===== config.mk =====
export PLATFORM = sky130hd
export DESIGN_NAME = serial_add_sequencer
export DESIGN_NICKNAME = d
export VERILOG_FILES = /design/src/rtl/serial_add_sequencer.sv
export SDC_FILE = /design/constraint.sdc
export NUM_CORES = 1
export LEC_CHECK = 0
export CORE_MARGIN = 3
export CORE_UTILIZATION = 46
export CTS_CLUSTER_DIAMETER = 150
export CTS_CLUSTER_SIZE = 14
export DETAILED_ROUTE_END_ITERATION = 10
export PLACE_DENSITY = 0.75
export SYNTH_ARGS = -nofsm -noshare
export SYNTH_HDL_FRONTEND = slang
export SYNTH_SLANG_ARGS = --single-unit

===== constraint.sdc =====
create_clock -name clk -period 2.25 [get_ports clk]
set_input_delay 0.675 -clock clk [delete_from_list [all_inputs] [get_ports clk]]
set_output_delay 0.675 -clock clk [all_outputs]
set_load 0.02 [all_outputs]

===== src/rtl/serial_add_sequencer.sv =====
// serial_add_sequencer
//   Adds two 4*NIBBLES-bit operands on a single 4-bit ripple_adder, one
//   nibble per clock from LSB to MSB, with a registered inter-nibble carry.
//
// Ports
//   clk        rising-edge clock
//   rst        asynchronous, active-high reset
//   in_valid   operand request from producer
//   in_ready   sequencer accepts a request this cycle
//   in_a/in_b  W-bit addends, in_ci carry into nibble 0
//   out_valid  result available
//   out_ready  consumer takes the result this cycle
//   out_sum    (A + B + ci) mod 2^W, out_co carry out of the top nibble
//   busy       high whenever the FSM is not IDLE
//
// Handshakes: a transfer happens on a rising edge where valid and ready
// are both high. A producer holds valid (and its data) until it sees ready;
// the sequencer never samples operands outside such a transfer, and keeps
// out_valid/out_sum/out_co stable until the consumer raises out_ready.

module ripple_adder (
  input  logic [3:0] a,
  input  logic [3:0] b,
  input  logic       ci,
  output logic [3:0] sum,
  output logic       co
);
  assign {co, sum} = {1'b0, a} + {1'b0, b} + {4'b0000, ci};
endmodule

module serial_add_sequencer #(
  parameter int NIBBLES = 4
) (
  input  logic                 clk,
  input  logic                 rst,
  input  logic                 in_valid,
  output logic                 in_ready,
  input  logic [4*NIBBLES-1:0] in_a,
  input  logic [4*NIBBLES-1:0] in_b,
  input  logic                 in_ci,
  output logic                 out_valid,
  input  logic                 out_ready,
  output logic [4*NIBBLES-1:0] out_sum,
  output logic                 out_co,
  output logic                 busy
);
  localparam int W  = 4 * NIBBLES;
  localparam int CW = (NIBBLES > 1) ? $clog2(NIBBLES) : 1;
  localparam logic [CW-1:0] LAST = CW'(NIBBLES - 1);

  typedef enum logic [1:0] {IDLE, RUN, DONE} state_t;

  state_t        state, state_nxt;
  logic [W-1:0]  a_sh, b_sh, acc, acc_nxt;
  logic          carry_q;
  logic [CW-1:0] cnt;
  logic [3:0]    nib_sum;
  logic          nib_co;
  logic          accept;
  logic          last_nib;

  ripple_adder u_adder (
    .a   (a_sh[3:0]),
    .b   (b_sh[3:0]),
    .ci  (carry_q),
    .sum (nib_sum),
    .co  (nib_co)
  );

  // The fresh nibble enters at the MSB; with a single nibble there is
  // nothing older to shift down.
  generate
    if (NIBBLES == 1) begin : g_acc_one
      assign acc_nxt = nib_sum;
    end else begin : g_acc_many
      assign acc_nxt = {nib_sum, acc[W-1:4]};
    end
  endgenerate

  // Ready is held low during reset so no request is taken while clearing.
  assign in_ready  = !rst && ((state == IDLE) || ((state == DONE) && out_ready));
  assign out_valid = (state == DONE);
  assign busy      = (state != IDLE);
  assign accept    = in_valid && in_ready;
  assign last_nib  = (state == RUN) && (cnt == LAST);

  always_ff @(posedge clk or posedge rst) begin
    if (rst) state <= IDLE;
    else     state <= state_nxt;
  end

  always_comb begin
    state_nxt = state;
    case (state)
      IDLE:    if (accept) state_nxt = RUN;
      RUN:     if (last_nib) state_nxt = DONE;
      DONE:    if (out_ready) state_nxt = in_valid ? RUN : IDLE;
      default: state_nxt = IDLE;
    endcase
  end

  always_ff @(posedge clk or posedge rst) begin
    if (rst) begin
      a_sh    <= '0;
      b_sh    <= '0;
      acc     <= '0;
      carry_q <= 1'b0;
      cnt     <= '0;
      out_sum <= '0;
      out_co  <= 1'b0;
    end else if (accept) begin
      a_sh    <= in_a;
      b_sh    <= in_b;
      carry_q <= in_ci;
      cnt     <= '0;
    end else if (state == RUN) begin
      acc     <= acc_nxt;
      a_sh    <= a_sh >> 4;
      b_sh    <= b_sh >> 4;
      carry_q <= nib_co;
      cnt     <= cnt + CW'(1);
      if (last_nib) begin
        out_sum <= acc_nxt;
        out_co  <= nib_co;
      end
    end
  end
endmodule


==> impl_metrics.csv <==
group,metric,value,unit
sta,min_period,2.17,ns
setup_path,crit_buf_inv,2,
clock_tree,clock_latency,0.34,ns
yosys,yosys_most_used_dff,"dfrtp_1",
floorplan,start_util,0.484,
flow_run,max-cap-violations,0,
setup_path,cpPeakStageDelay,0.49,ns
run_status,run_status,"finished clean",
yosys,synth_fp_nets,296,
sta,finalHoldViolCount,0,
clock_tree,cts_root_buf,"clkbuf_8",
setup_path,crit_slowest_cell,"clkdlybuf4s50_1",
setup_path,cp_cell_sequence,"clkdlybuf4s50_1 -> nor2_2 -> and2_1 -> buf_4",
cells_and_area,synthToLayoutAreaGrowth,30.0,%
setup_path,arrival,1.50,ns
global_route,grt_usage,0.184,
yosys,ys_types,33,
sta,period_share,0.966,
cells_and_area,final_design_area_no_fill,3790,um2
route,drc,0,
yosys,syn_area_per_cell,11.5,um2
floorplan,ios,57,
sta,fin_skew,0.00377,ns
route,ant_nets,0,
setup_path,cp-end-kind,"output pin",
clock_tree,htree_levels,3,
sta,finalMaxSlewViolations,0,
route,via_per_inst,5.43,
setup_path,r2r_end,"carry_q$_DFFE_PP0P_",
cells_and_area,layoutNonFillerInstCount,394,
placement,io_buffers,56,
sta,setup_tns,0,ns
power_and_ir_drop,power.density,1350,nW/um2
yosys,yosysMostFrequentCell,"dfrtp_1",
setup_path,r2r_start,"a_sh[0]$_DFFE_PP0P_",
cells_and_area,layout-drive-gt1-share,0.147,
placement,dp_cells,379,
power_and_ir_drop,p_total,0.00511,W
power_and_ir_drop,max-vdd-ir-drop,0.764,mV
yosys,yosys_warnings,0,
route,wirelength,6030,um
cells_and_area,antenna_cells,0,
clock_tree,post_cts_buffers,0,
clock_tree,clock-sinks,66,
yosys,syn_area,2910,um2
sta,timing.fmax,460,MHz
yosys,synthArstFlopShare,1.00,
global_route,grt-ovfl-total,0,
route,wl_per_cell,15.3,um
min_path,hp-start,"acc[7]$_DFFE_PP0P_",
power_and_ir_drop,p_leak,1.76,nW
yosys,synthTopCellsByArea,"dfrtp_1 (57%), a221o_1 (8.6%), nand2_1 (5.7%)",
yosys,synth-edff-count,0,
yosys,ys_ff_latch,66,
setup_path,cp.depth,4,
yosys,synthCells,253,
sta,finalSetupViolCount,0,
route,num_vias,2140,
sta,rsz0062_at_grt,"no",
yosys,ys_seq_area_frac,0.567,
clock_tree,cts_tree,"built",
cells_and_area,fin_util,0.629,
placement,globalplace.congestion,0.802,
floorplan,die_w,85.6,um
clock_tree,clkTransAtPathRegs,0.07,ns
yosys,synth.top_cell.area_share,0.567,
sta,slew_headroom,0.716,
setup_path,cp_max_fo,2,
floorplan,core,6030,um2
clock_tree,cts_made_buffers,9,
route,first_pass_iters,4,
yosys,synth_top_area_cell,"dfrtp_1",
setup_path,worstRegToRegCells,7,
setup_path,r2r_slack,0.38,ns
global_route,grt_pass1_vias,2088,
placement,dpl_cell_area,3600,um2
cells_and_area,nets,358,
global_route,grt_antenna_before_repair,0,
sta,tightest_slew,0.426,ns
yosys,synth_common_cells,"dfrtp_1 (66), nand2_1 (44), a221o_1 (25), and2_1 (25), mux2_2 (14)",
min_path,hp-class,"reg -> reg",
global_route,grt_max_degree,54,
placement,hpwlAfterDp,4130,um
setup_path,crit_family,"buffers and inverters",
setup_path,start_kind,"input port",
floorplan,die_y,85.6,um
clock_tree,clock_path_buffers,2,
route,drtIter0Drc,195,
setup_path,critPathRequiredTime,1.57,ns
setup_path,crit_start,"rst",
setup_path,worstSetupPathType,"in -> out",
floorplan,rows,28,
floorplan,die_area,7330,um2
min_path,holdPathStages,2,
global_route,grt_pass1_wl,10300,um
min_path,min_to,"acc[7]$_DFFE_PP0P_",
-- per-stage QoR --
stage / setup slack, ns / hold WS [ns]
2_1_floorplan: 0.0270 / 0.442
3_3_place_gp: -0.395 / 0.459
3_5_place_dp: -0.398 / 0.459
4_1_cts: 0.00750 / 0.476
5_1_grt: 0.0228 / 0.507
6_report: 0.0765 / 0.474
-- layer usage --
layer  routed length [um]  track usage
met1                 2790        0.265
met2                 2830        0.266
met3                  322       0.0538
met4                   85       0.0647
met5                    0            0
-- what timing repair did --
| action | 4_1_cts | 5_1_grt |
|---|---|---|
| hold endpoints to repair | 0 | 0 |
| setup endpoints to repair | 3 | 1 |
| hold buffers | 0 | 0 |
| resized for setup | 6 | 4 |
-- area by class of cell --
class	instances	area (um2)
repair buffers	69	693
inverters	6	26.3
fillers	530	2240
clock buffers	12	145
multi-input cells	163	1140
clock inverters	3	40.0
well taps	75	93.8
flip-flops and latches	66	1650
-- report_power, final --
part           internal [W]  switching, W  total, W
Clock              0.000533      0.000416  0.000949
Sequential          0.00168      0.000306   0.00199
Combinational       0.00108       0.00110   0.00218
-- tightest hold or removal path, cell delays in order, from the launching register on --
cell	delay (ns)
dfrtp_1	0.34
nand2_1	0.05
nand2_1	0.05
-- worst max-delay path by stage --
stage                            to  slack (ns)
2_1_floorplan  state[0]$_DFFE_PP0P_        0.03
3_3_place_gp               in_ready       -0.40
3_5_place_dp               in_ready       -0.40
4_1_cts                    in_ready       0.008
5_1_grt                    in_ready        0.02
6_report                   in_ready        0.08
-- layout by cell type, fill, tap and decap left out, types with 5 or more instances in the layout --
cell             instances
o21ai_0                  6
nand2_1                 44
a221o_1                 25
mux2_2                  14
buf_4                   11
clkbuf_8                10
clkdlybuf4s50_1         52
and2_1                  25
nand4_1                  8
dfrtp_1                 66
o21ai_1                  8
inv_1                    5
-- cells by family (layout without fill, tap and decap cells) --
group           count (synthesis)  count (layout)  share of synthesized area
simple gates                   92              92                      0.161
flops                          66              66                      0.567
compound gates                 49              49                      0.135
buf+inv                        24              90                     0.0455
mux                            14              14                     0.0541
fa+ha+maj                       6               6                     0.0309
xor+xnor                        2               2                    0.00601
-- registers in the layout (all words and copies together) (netlist names) --
signal   flops
a_sh        16
b_sh        16
out_sum     16
acc         12
cnt          2
state        2
carry_q      1
out_co       1
No activity file was read; power rests on OpenSTA's default activity.
